[config.mk]
export PLATFORM = sky130hd
export DESIGN_NAME = bldc_drive_ctrl
export DESIGN_NICKNAME = d
export VERILOG_FILES = /design/src/rtl/bldc_pkg.sv /design/src/rtl/bldc_drive_ctrl_deadtime.sv /design/src/rtl/bldc_drive_ctrl.sv
export SDC_FILE = /design/constraint.sdc
export NUM_CORES = 1
export LEC_CHECK = 0
export BUFFER_PORTS_ARGS = -buffer_cell sky130_fd_sc_hd__buf_4
export CORE_ASPECT_RATIO = 0.8
export CORE_MARGIN = 2
export CORE_UTILIZATION = 40
export DETAILED_ROUTE_END_ITERATION = 6
export GPL_TIMING_DRIVEN = 0
export SYNTH_ARGS = -nofsm -noshare
export SYNTH_HDL_FRONTEND = slang
export SYNTH_SLANG_ARGS = --single-unit
[constraint.sdc]
create_clock -name clk -period 2.08 [get_ports clk]
set_input_delay 0.312 -clock clk [delete_from_list [all_inputs] [get_ports clk]]
set_output_delay 0.312 -clock clk [all_outputs]
set_load 0.01 [all_outputs]
[src/rtl/bldc_pkg.sv]
// rtl/bldc_pkg.sv - phase drive type and forward hall commutation table for the BLDC drive
package bldc_pkg;

    typedef enum logic [1:0] {
        PH_OFF = 2'd0,
        PH_HI  = 2'd1,
        PH_LO  = 2'd2
    } ph_t;

    typedef struct packed {
        ph_t a;
        ph_t b;
        ph_t c;
    } drive_t;

    // Indexed by hall code {h1,h2,h3}; 000 and 111 are illegal and drive nothing.
    localparam drive_t FWD_TBL [8] = '{
        '{PH_OFF, PH_OFF, PH_OFF},
        '{PH_OFF, PH_LO,  PH_HI },
        '{PH_LO,  PH_HI,  PH_OFF},
        '{PH_LO,  PH_OFF, PH_HI },
        '{PH_HI,  PH_OFF, PH_LO },
        '{PH_HI,  PH_LO,  PH_OFF},
        '{PH_OFF, PH_HI,  PH_LO },
        '{PH_OFF, PH_OFF, PH_OFF}
    };

    function automatic ph_t ph_swap(input ph_t p);
        case (p)
            PH_HI:   return PH_LO;
            PH_LO:   return PH_HI;
            default: return PH_OFF;
        endcase
    endfunction

    function automatic logic hall_legal(input logic [2:0] h);
        return (h != 3'b000) && (h != 3'b111);
    endfunction

endpackage

[src/rtl/bldc_drive_ctrl_deadtime.sv]
// rtl/bldc_drive_ctrl_deadtime.sv - per-phase dead-time insertion between high and low gate drives
module bldc_deadtime #(
    parameter int DEADTIME = 4
) (
    input  logic clk,
    input  logic rst_n,
    input  logic i_req_hi,
    input  logic i_req_lo,
    output logic o_q_hi,
    output logic o_q_lo
);
    localparam int CW = (DEADTIME < 1) ? 1 : $clog2(DEADTIME + 1);

    logic [CW-1:0] r_hi_off;
    logic [CW-1:0] r_lo_off;
    logic          r_q_hi;
    logic          r_q_lo;
    logic          w_hi_ok;
    logic          w_lo_ok;

    // A side may rise once its complement has been low for DEADTIME full cycles.
    assign w_hi_ok = (DEADTIME == 0) || (!r_q_lo && (int'(r_lo_off) + 1 >= DEADTIME));
    assign w_lo_ok = (DEADTIME == 0) || (!r_q_hi && (int'(r_hi_off) + 1 >= DEADTIME));

    always_ff @(posedge clk) begin
        if (!rst_n) begin
            r_q_hi   <= 1'b0;
            r_q_lo   <= 1'b0;
            r_hi_off <= '0;
            r_lo_off <= '0;
        end else begin
            r_q_hi <= i_req_hi && !i_req_lo && w_hi_ok;
            r_q_lo <= i_req_lo && !i_req_hi && w_lo_ok;
            if (r_q_lo)
                r_lo_off <= '0;
            else if (int'(r_lo_off) < DEADTIME)
                r_lo_off <= r_lo_off + 1'b1;
            if (r_q_hi)
                r_hi_off <= '0;
            else if (int'(r_hi_off) < DEADTIME)
                r_hi_off <= r_hi_off + 1'b1;
        end
    end

    assign o_q_hi = r_q_hi;
    assign o_q_lo = r_q_lo;

endmodule

[src/rtl/bldc_drive_ctrl.sv]
// rtl/bldc_drive_ctrl.sv - BLDC six-gate drive: PWM, duty ramp, hall filter, commutation, fault
module bldc_drive_ctrl
    import bldc_pkg::*;
#(
    parameter int DUTY_W    = 8,
    parameter int PWM_DIV   = 1,
    parameter int DEADTIME  = 4,
    parameter int RAMP_STEP = 0,
    parameter int HALL_FILT = 3
) (
    input  logic              clk,
    input  logic              rst_n,
    input  logic              en,
    input  logic [DUTY_W-1:0] duty_cmd,
    input  logic              h1,
    input  logic              h2,
    input  logic              h3,
    input  logic              fault_clr,
    output logic              Q1H,
    output logic              Q1L,
    output logic              Q2H,
    output logic              Q2L,
    output logic              Q3H,
    output logic              Q3L,
    output logic              fault,
    output logic              dir_applied,
    output logic [DUTY_W-2:0] duty_applied,
    output logic              pwm_sync
);
    localparam int MW       = DUTY_W - 1;
    localparam int PMAX     = (1 << MW) - 1;
    localparam int DW       = (PWM_DIV > 1) ? $clog2(PWM_DIV) : 1;
    localparam int HW       = (HALL_FILT > 1) ? $clog2(HALL_FILT + 1) : 1;
    localparam int STEP_SAT = (RAMP_STEP > PMAX) ? PMAX : RAMP_STEP;
    localparam logic [MW-1:0] P_LAST = MW'(PMAX - 1);
    localparam logic [MW-1:0] STEP_V = MW'(STEP_SAT);

    logic [DW-1:0] r_div;
    logic [MW-1:0] r_cnt;
    logic          r_sync;
    logic [MW-1:0] r_duty;
    logic          r_dir;
    logic [2:0]    r_hs1;
    logic [2:0]    r_hs2;
    logic [2:0]    r_cand;
    logic [HW-1:0] r_hcnt;
    logic [2:0]    r_hfilt;
    logic          r_seen;
    logic          r_fault;

    logic          w_step;
    logic          w_wrap;
    logic          w_tgt_dir;
    logic [MW-1:0] w_tgt_mag;
    logic [MW-1:0] w_duty_nxt;
    logic          w_dir_nxt;
    logic          w_pwm_on;
    logic          w_gate_en;
    drive_t        w_drive;
    ph_t           w_ph [3];
    logic [2:0]    w_q_hi;
    logic [2:0]    w_q_lo;

    assign w_step    = (r_div == DW'(PWM_DIV - 1));
    assign w_wrap    = w_step && (r_cnt == P_LAST);
    assign w_tgt_dir = duty_cmd[DUTY_W-1];
    assign w_tgt_mag = duty_cmd[MW-1:0];
    assign w_pwm_on  = (r_duty > r_cnt);
    assign w_gate_en = en && !r_fault;

    // Ramp only moves on period boundaries; a reversal bleeds to zero before the direction flips.
    always_comb begin
        w_duty_nxt = r_duty;
        w_dir_nxt  = r_dir;
        if (!en) begin
            w_duty_nxt = '0;
            w_dir_nxt  = w_tgt_dir;
        end else if (RAMP_STEP == 0) begin
            w_duty_nxt = w_tgt_mag;
            w_dir_nxt  = w_tgt_dir;
        end else if (w_wrap) begin
            if (w_tgt_dir != r_dir) begin
                if (r_duty == '0)
                    w_dir_nxt = w_tgt_dir;
                else if (r_duty > STEP_V)
                    w_duty_nxt = r_duty - STEP_V;
                else
                    w_duty_nxt = '0;
            end else if (r_duty < w_tgt_mag) begin
                w_duty_nxt = (w_tgt_mag - r_duty > STEP_V) ? r_duty + STEP_V : w_tgt_mag;
            end else if (r_duty > w_tgt_mag) begin
                w_duty_nxt = (r_duty - w_tgt_mag > STEP_V) ? r_duty - STEP_V : w_tgt_mag;
            end
        end
    end

    always_ff @(posedge clk) begin
        if (!rst_n) begin
            r_div   <= '0;
            r_cnt   <= '0;
            r_sync  <= 1'b0;
            r_duty  <= '0;
            r_dir   <= 1'b0;
            r_hs1   <= 3'b000;
            r_hs2   <= 3'b000;
            r_cand  <= 3'b000;
            r_hcnt  <= '0;
            r_hfilt <= 3'b000;
            r_seen  <= 1'b0;
            r_fault <= 1'b0;
        end else begin
            r_div  <= w_step ? '0 : r_div + 1'b1;
            if (w_step)
                r_cnt <= w_wrap ? '0 : r_cnt + 1'b1;
            r_sync <= w_wrap;
            r_duty <= w_duty_nxt;
            r_dir  <= w_dir_nxt;

            r_hs1 <= {h1, h2, h3};
            r_hs2 <= r_hs1;
            if (r_hs2 != r_cand) begin
                r_cand <= r_hs2;
                r_hcnt <= HW'(1);
            end else if (int'(r_hcnt) < HALL_FILT) begin
                r_hcnt <= r_hcnt + 1'b1;
            end
            if (int'(r_hcnt) >= HALL_FILT)
                r_hfilt <= r_cand;

            if (hall_legal(r_hfilt))
                r_seen <= 1'b1;
            // Set has priority over clear; clear needs a legal filtered code.
            if (r_seen && !hall_legal(r_hfilt))
                r_fault <= 1'b1;
            else if (fault_clr && hall_legal(r_hfilt))
                r_fault <= 1'b0;
        end
    end

    always_comb begin
        w_drive = FWD_TBL[r_hfilt];
        w_ph[0] = r_dir ? ph_swap(w_drive.a) : w_drive.a;
        w_ph[1] = r_dir ? ph_swap(w_drive.b) : w_drive.b;
        w_ph[2] = r_dir ? ph_swap(w_drive.c) : w_drive.c;
    end

    for (genvar g = 0; g < 3; g++) begin : g_phase
        bldc_deadtime #(
            .DEADTIME(DEADTIME)
        ) u_dt (
            .clk     (clk),
            .rst_n   (rst_n),
            .i_req_hi(w_gate_en && (w_ph[g] == PH_HI) && w_pwm_on),
            .i_req_lo(w_gate_en && (w_ph[g] == PH_LO)),
            .o_q_hi  (w_q_hi[g]),
            .o_q_lo  (w_q_lo[g])
        );
    end

    assign Q1H          = w_q_hi[0];
    assign Q1L          = w_q_lo[0];
    assign Q2H          = w_q_hi[1];
    assign Q2L          = w_q_lo[1];
    assign Q3H          = w_q_hi[2];
    assign Q3L          = w_q_lo[2];
    assign fault        = r_fault;
    assign dir_applied  = r_dir;
    assign duty_applied = r_duty;
    assign pwm_sync     = r_sync;

endmodule
# Word-level counts from Yosys, hierarchy flattened
# Memory sizes are Yosys's and may differ from the RTL's.
# Index checks and enable logic that the tools add are counted.
dict set report op_classes {
  eq_ne 15
  add_sub_neg 15
  n_reduce_logical 58
  bitwise 3
  muxes 13
  magnitude_cmp 16
}
# cell count
set op_table {}
lappend op_table {{32-bit by 4-bit greater-or-equal comparator with 1-bit output (second input constant)} 6}
lappend op_table {{1-bit logical AND} 32}
lappend op_table {{3-bit by 1-bit adder with 4-bit output (second input constant)} 6}
lappend op_table {{3-bit by 1-bit adder with 3-bit output (second input constant)} 6}
lappend op_table {{3-bit < comparator (second input constant)} 6}
lappend op_table {{1-bit zero test} 14}
lappend op_table {{2-bit OR reduction} 7}
lappend op_table {{2-bit by 1-bit equality test with 1-bit output (second input constant)} 6}
lappend op_table {{2-bit equality test (second input constant)} 6}
lappend op_table {{6-bit two-way mux} 2}
lappend op_table {{2-bit one-hot mux with 2 select lines} 3}
lappend op_table {{7-bit by 1-bit adder with 7-bit output (second input constant)} 1}
lappend op_table {{7-bit equality test (second input constant)} 1}
lappend op_table {{7-bit greater-than comparator} 1}
lappend op_table {{7-bit two-way mux} 1}
lappend op_table {{2-bit two-way mux} 3}
lappend op_table {{4-bit greater-or-equal comparator (second input constant)} 1}
lappend op_table {{1-bit two-way mux} 4}
lappend op_table {{3-bit inverter with 4-bit output} 1}
lappend op_table {{2-bit AND reduction} 2}
lappend op_table {{2-bit nonzero test} 2}
lappend op_table {{3-bit != test} 1}
lappend op_table {{3-bit != test (second input constant)} 1}
lappend op_table {{3-bit nonzero test} 1}
lappend op_table {{other kinds (5)} 6}
dict set report word_totals {
  input_bits 15
  word_cells 146
  register_bits 57
  n_memories 1
  mem_bits_ro 48
}
# name depth word_bits rd rd_ports_with_merged_regs write_ports line
set mem_list {}
lappend mem_list {{(no name shown)} 8 6 1 0 0 bldc_drive_ctrl.sv:141} ;# w_drive = FWD_TBL[r_hfilt];

# Longest topological paths before layout
# Gate-level depths: netlist (run 1).
dict set report logic_depth {
  word_depth 13
  mapped_depth 6
  mapped_depth_nobuf 6
}

# Cells and area by module
# From an unflattened synthesis (run 1), not the netlist that was laid out.
dict set report hier_totals {
  cells_unflattened 251
  area_unflattened_um2 2556.2
}
# mod area_each_um2 n_inst cells_per_inst seq_area_each_um2
set modules_own_cells {}
lappend modules_own_cells {bldc_drive_ctrl 1490.2 1 155 660.6}
lappend modules_own_cells {bldc_deadtime 355.3 3 32 160.2}

# Worst setup path after synthesis (run 1)
# No wires, ideal clock.
dict set report synth_path {
  path_type {reg2reg}
  from {register r_cnt[2]}
  to {register g_phase[0].u_dt.r_q_hi}
  period_less_slack_ns 1.470
  slack_ns 0.610
  t_arrival_ns 1.333
  setup_time_ns 0.138
  required_ns 1.942
  stages_incl_launch_ff 7
  path_buffers 0
  path_cell_list {dfxtp_1 > inv_1 > ha_1 > a21oi_1 > a21oi_1 > a2111oi_2 > nor4bb_1}
}
dict set report synth_between {
  elab_chain_cells 4
}
# item line
set synth_rtl {}
lappend synth_rtl {{start: declaration} bldc_drive_ctrl.sv:39} ;# logic [MW-1:0] r_cnt;
lappend synth_rtl {{start signal: assignment} bldc_drive_ctrl.sv:114} ;# r_cnt <= w_wrap ? '0 : r_cnt + 1'b1;
lappend synth_rtl {{7-bit greater-than comparator} bldc_drive_ctrl.sv:68} ;# assign w_pwm_on = (r_duty > r_cnt);
lappend synth_rtl {{1-bit logical AND} bldc_drive_ctrl.sv:153} ;# .i_req_hi(w_gate_en && (w_ph[g] == PH_HI) && w_pwm_on),
lappend synth_rtl {{1-bit logical AND (2 in series)} bldc_drive_ctrl_deadtime.sv:32} ;# r_q_hi <= i_req_hi && !i_req_lo && w_hi_ok;
lappend synth_rtl {{end signal: assignment} bldc_drive_ctrl_deadtime.sv:32}
lappend synth_rtl {{end: declaration} bldc_drive_ctrl_deadtime.sv:16} ;# logic r_q_hi;
# Every way passes these cells.
# A chain may end at the register's enable or synchronous reset.

# Worst setup path after layout (run 1)
# Ends and elaborated chain as after synthesis.

==> flow_summary.yaml, run 1 <==
detailed_routing:
  first_pass_iters: 4
  post_drt_wl_per_cell_um: 11.08
  drt-initial-drc-count: 67
  ant_nets: 0
  via_count: 1718
  drt_wl_total_um: 4078
  viasPerCell: 4.668
  drc: 0
synth:
  syn-cell-area_um2: 2342
  yosys.cell_types.count: 37
  synth_fp_nets: 275
  ys_ff_latch: 57
  netlist_instances: 244
  ys_seq_area_share_pct: 48.72
  synth_warnings: 0
  syn_avg_cell_area_um2: 9.599
worst_hold_path:
  holdPathStages: 2
  worstHoldPathType: "input pin to flip-flop"
critical_path:
  critPathSlowestCell: "a2111oi_2"
  cp-start-kind: "flip-flop"
  end_kind: "flip-flop"
  worstSetupPathType: "flip-flop to flip-flop"
  cpMostUsedCell: "a21oi_1"
  cp_data_arrival_time_ns: 1.86
  worstPathRequired_ns: 2.27
  slowest_delay_ns: 0.41
  rr_worst_depth: 6
  worstPathMaxFanout: 4
  worstPathCellList: "inv_1, ha_1, a21oi_1, a21oi_1, a2111oi_2, nor4bb_1"
timing:
  rsz0062_at_grt: "no"
  setup_ws_ns: 0.4164
  setup_violations: 0
  fin_tns_setup_ns: 0
  max_freq_mhz: 601.1
  fin_skew_ns: 0.004286
  finalHoldViolCount: 0
  post-route-period-util_pct: 79.98
  layout_min_cycle_time_ns: 1.664
  tightest_slew_ns: 0.5292
  max_slew_margin_pct: 64.48
  drv_slew: 0
cells_and_area:
  n_antenna_cell: 0
  layout_common_cells: "dfxtp_1, nor2_1, buf_4, ha_1, nand2_1"
  drive_gt1_share_pct: 18.28
  stdcell_count: 368
  final_nets: 316
  fillers: 551
  mostFrequentLayoutCell: "dfxtp_1"
  area_growth_pct: 21.21
floorplan:
  start_util_pct: 42.16
  fp.dieW_um: 89.56
  fp-row-count: 24
  io_pins: 31
  core_um2: 5555
  die_y_um: 72.45
  die_area_um2: 6488
clock_network:
  htree_levels: 3
  cts_buffer_depth: 2
  clock_latency_ns: 0.33
  cts_resized: 0
  post_cts_buffers: 0
  cts-root-buf: "clkbuf_8"
  cts_hold_buf: 0
  cts.clk_slew.worst_paths_ns: 0.06
  cts_num_sinks: 57
  cts-buffers-inserted: 9
  cts_tree: "done"
flow_run:
  max_cap_violations: 0
placed_design:
  dp_slack_ns: 0.4026
  portBuffers: 30
  hpwl_um: 3069
  place_congestion: 0.7614
  dp.cells: 352
pwr:
  pwr-share-seq_pct: 51.9
  powerDensity_nw_per_um2: 853.2
  p_int_uw: 1816
  vdd_drop_max_mv: 0.4426
  switching_share_pct: 25.04
  p_comb_share_pct: 11.2
  net-switching-power_uw: 606.6
  pwr-share-clk_pct: 36.9
  total_power_uw: 2422
  p_leak_uw: 0.001261
grt:
  grt.total_usage_pct: 14.11
  antenna_found_initial: 0
  grt_overflow: 0
  grt_max_degree: 11
  grt_pass1_vias: 1490
  grt_pass1_wl_um: 6713
status:
  status: "complete, no violations"
[critical path: cells and delay by family (launching register included)]
| kind | cells | cell delay [ns] |
|---|---|---|
| compound gates | 3 | 0.66 |
| fa+ha+maj | 1 | 0.31 |
| buf+inv | 1 | 0.06 |
| flops | 1 | 0.39 |
| simple gates | 1 | 0.12 |
[state kept, by name, summed over array words and instances, names as in the netlist, 7 cells and up]
| register | cells |
|---|---|
| g_phase.u_dt.r_hi_off | 9 |
| r_cnt | 7 |
| g_phase.u_dt.r_lo_off | 9 |
| duty_applied | 7 |
[routing by layer]
layer	part of all wire, %	up-vias	GRT usage [%]
li1	-	904	-
met5	0	-	0
met3	7.2	6	8.305
met4	1.3	0	5.473
met1	49	770	18.14
met2	43	38	19.28
[power by group through the flow]
| stage | clock (µW) | sequential, µW | combinational, µW |
|---|---|---|---|
| 2_1_floorplan | 0 | 1270 | 200 |
| 3_3_place_gp | 0 | 1280 | 265 |
| 3_5_place_dp | 0 | 1280 | 277 |
| 4_1_cts | 934 | 1260 | 279 |
| 5_1_grt | 984 | 1270 | 314 |
| 6_report | 894 | 1260 | 272 |
[final cells by class]
type	instances	area, µm²	area share, %
repair buffers	30	225.2	7.933
well taps	78	97.59	3.438
multi-input cells	171	1134	39.93
clock buffers	13	158.9	5.597
clock inverters	3	15.01	0.5289
plain buffers	7	33.78	1.190
flip-flops and latches	57	1141	40.19
inverters	9	33.78	1.190
[through the flow]
step / hold slack [ns] / utilization, % / instance area (µm²)
floorplan: 0.4119 / - / 2342
global placement: 0.4178 / 47.97 / 2665
detailed placement: 0.4184 / 47.97 / 2665
CTS: 0.1698 / 51.10 / 2839
global route: 0.1667 / 51.10 / 2839
finish: 0.1892 / 51.10 / 2839
[synth_stat cells]
master | instances | area share (%)
dfxtp_1 | 57 | 49
nor2_1 | 37 | 5.9
ha_1 | 16 | 8.5
nand2_1 | 12 | 1.9
mux2i_1 | 11 | 4.7
and2_1 | 10 | 2.7
xor2_1 | 10 | 3.7
a21oi_1 | 9 | 1.9
and3_1 | 9 | 2.4
inv_1 | 9 | 1.4
nand3_1 | 9 | 1.9
nand2b_1 | 7 | 1.9
nor3_1 | 7 | 1.5
nor2b_1 | 4 | 1.1
xnor2_1 | 4 | 1.5
clkbuf_1 | 3 | 0.48
o21ai_0 | 3 | 0.64
a21o_1 | 2 | 0.64
buf_2 | 2 | 0.43
nand3b_1 | 2 | 0.64
nor3b_1 | 2 | 0.64
nor4b_1 | 2 | 0.75
nor4bb_1 | 2 | 0.85
o31ai_1 | 2 | 0.64
a2111oi_2 | 1 | 0.64
a21oi_2 | 1 | 0.37
buf_4 | 1 | 0.32
clkbuf_2 | 1 | 0.21
conb_1 | 1 | 0.16
mux2_2 | 1 | 0.48
nand3_2 | 1 | 0.43
nand4_1 | 1 | 0.27
nand4b_1 | 1 | 0.37
nor2b_2 | 1 | 0.37
o21ai_1 | 1 | 0.21
o21bai_1 | 1 | 0.32
or3_1 | 1 | 0.27
[logic make-up after synthesis]
logic type | synth area share (%)
simple gates | 23.88
flops | 48.72
compound gates | 5.394
fa+ha+maj | 8.547
buf+inv | 2.884
xor+xnor | 5.235
mux | 5.182
other cells | 0.1601
[path summary, 6_finish.rpt]
kind	from	endpoint	slack, ns
max	r_cnt[2]$_SDFFE_PN0N_	g_phase[0].u_dt.o_q_hi$_SDFF_PN0_	0.42
min reg2reg	r_hs1[0]$_SDFF_PN0_	r_hs2[0]$_SDFF_PN0_	0.43
max reg2reg	r_cnt[2]$_SDFFE_PN0N_	g_phase[0].u_dt.o_q_hi$_SDFF_PN0_	0.42
min	h2	r_hs1[1]$_SDFF_PN0_	0.19
No activity file was read; power rests on OpenSTA's default activity.
==> run 2, diff against run 1 <==
Clock period 2.08 ns to 1.66 ns, I/O delays scaled along.
==> flow_summary.yaml, run 2 (synthesis gave the netlist of run 1 again) <==
status:
  status: "complete, no violations"
pwr:
  vdd_drop_max_mv: 0.5594
  total_power_uw: 3044
  p_leak_uw: 0.001264
  powerDensity_nw_per_um2: 1062
clock_network:
  cts-root-buf: "clkbuf_8"
  clock_latency_ns: 0.33
  cts_buffer_depth: 2
  cts-buffers-inserted: 9
  cts_hold_buf: 0
  htree_levels: 3
  cts_tree: "done"
  post_cts_buffers: 0
  cts_num_sinks: 57
  cts.clk_slew.worst_paths_ns: 0.06
critical_path:
  cp-start-kind: "flip-flop"
  critPathSlowestCell: "dfxtp_1"
  slowest_delay_ns: 0.36
  cp_data_arrival_time_ns: 1.75
  worstPathMaxFanout: 4
  worstSetupPathType: "flip-flop to flip-flop"
  worstPathRequired_ns: 1.89
  worstPathCellList: "inv_1, ha_4, nand4_1, a21oi_2, a2111oi_4, nor4bb_1"
  crit_family: "simple AND/OR/NAND/NOR gates"
  end_kind: "flip-flop"
  cp.buffers_inverters: 1
timing:
  tightest_slew_ns: 0.5308
  max_freq_mhz: 658.2
  setup_violations: 0
  max_slew_margin_pct: 64.38
  layout_min_cycle_time_ns: 1.519
  post-route-period-util_pct: 91.52
  fin_skew_ns: 0.004178
  finalHoldViolCount: 0
  drv_slew: 0
  fin_tns_setup_ns: 0
  rsz0062_at_grt: "no"
grt:
  grt_pass1_vias: 1493
  grt.total_usage_pct: 14.06
  grt_pass1_wl_um: 6699
  grt_max_degree: 11
  grt_overflow: 0
  antenna_found_initial: 0
floorplan:
  io_pins: 31
  fp-row-count: 24
  die_area_um2: 6488
  die_y_um: 72.45
  core_um2: 5555
  start_util_pct: 42.16
  fp.dieW_um: 89.56
cells_and_area:
  layout_common_cells: "dfxtp_1, nor2_1, buf_4, ha_1, nand2_1"
  area_growth_pct: 22.44
  stdcell_count: 368
  fin_util_pct: 51.62
  n_antenna_cell: 0
  top_regs: "g_phase.u_dt.r_hi_off: 9 flops, g_phase.u_dt.r_lo_off: 9 flops"
  drive_gt1_share_pct: 18.97
  fillers: 550
  final_nets: 316
  mostFrequentLayoutCell: "dfxtp_1"
detailed_routing:
  drt_wl_total_um: 4088
  ant_nets: 0
  first_pass_iters: 4
  drt-initial-drc-count: 59
  post_drt_wl_per_cell_um: 11.11
  viasPerCell: 4.649
  via_count: 1711
  drc: 0
placed_design:
  dp.cells: 352
  hpwl_um: 3069
  place_congestion: 0.7614
  portBuffers: 30
worst_hold_path:
  worstHoldPathType: "input pin to flip-flop"
flow_run:
  max_cap_violations: 0
[run 2: cell counts in the layout (fill, tap and decap cells not counted)]
No cell type changed its count.
[run 2: cell type report]
class	count	area, µm²	area share, %
clock inverters	3	15.01	0.5236
inverters	9	33.78	1.178
clock buffers	13	158.9	5.541
repair buffers	30	225.2	7.853
well taps	78	97.59	3.403
plain buffers	7	33.78	1.178
multi-input cells	171	1162	40.53
flip-flops and latches	57	1141	39.79
[run 2: routing by layer]
layer | track usage [%] | up-vias | share of wire, %
li1 | - | 902 | -
met1 | 17.86 | 763 | 49
met4 | 5.473 | 0 | 1.4
met2 | 19.44 | 40 | 43
met3 | 8.305 | 6 | 7.3
met5 | 0 | - | 0
[run 2: per-stage QoR]
step	hold WS, ns	area (µm²)	worst slack (ns)
3_5_place_dp	0.4184	2665	-0.01739
2_1_floorplan	0.3763	2342	0.1895
5_1_grt	0.1037	2868	0.03757
6_report	0.1267	2868	0.1407
4_1_cts	0.1068	2855	0.03713
3_3_place_gp	0.4178	2665	-0.0003654
[run 2: path summary, 6_finish.rpt]
kind | startpoint | end | slack [ns] | depth (start not counted)
worst max-delay path | r_cnt[6]$_SDFFE_PN0N_ | g_phase[0].u_dt.o_q_hi$_SDFF_PN0_ | 0.14 | 6
worst min-delay path | h2 | r_hs1[1]$_SDFF_PN0_ | 0.13 | 2
worst max register to register | r_cnt[6]$_SDFFE_PN0N_ | g_phase[0].u_dt.o_q_hi$_SDFF_PN0_ | 0.14 | 6
worst min register to register | r_hs1[0]$_SDFF_PN0_ | r_hs2[0]$_SDFF_PN0_ | 0.43 | 1
[run 2: what timing repair did]
| item | in CTS | in global routing |
|---|---|---|
| gates cloned | 0 | 0 |
| resized for setup | 2 | 1 |
| pin swaps | 0 | 1 |
| setup endpoints to repair | 3 | 3 |
[run 2: where the power goes]
group          internal [µW]  switching [µW]
sequential              1480            94.1
clock                    616             504
combinational            184             165
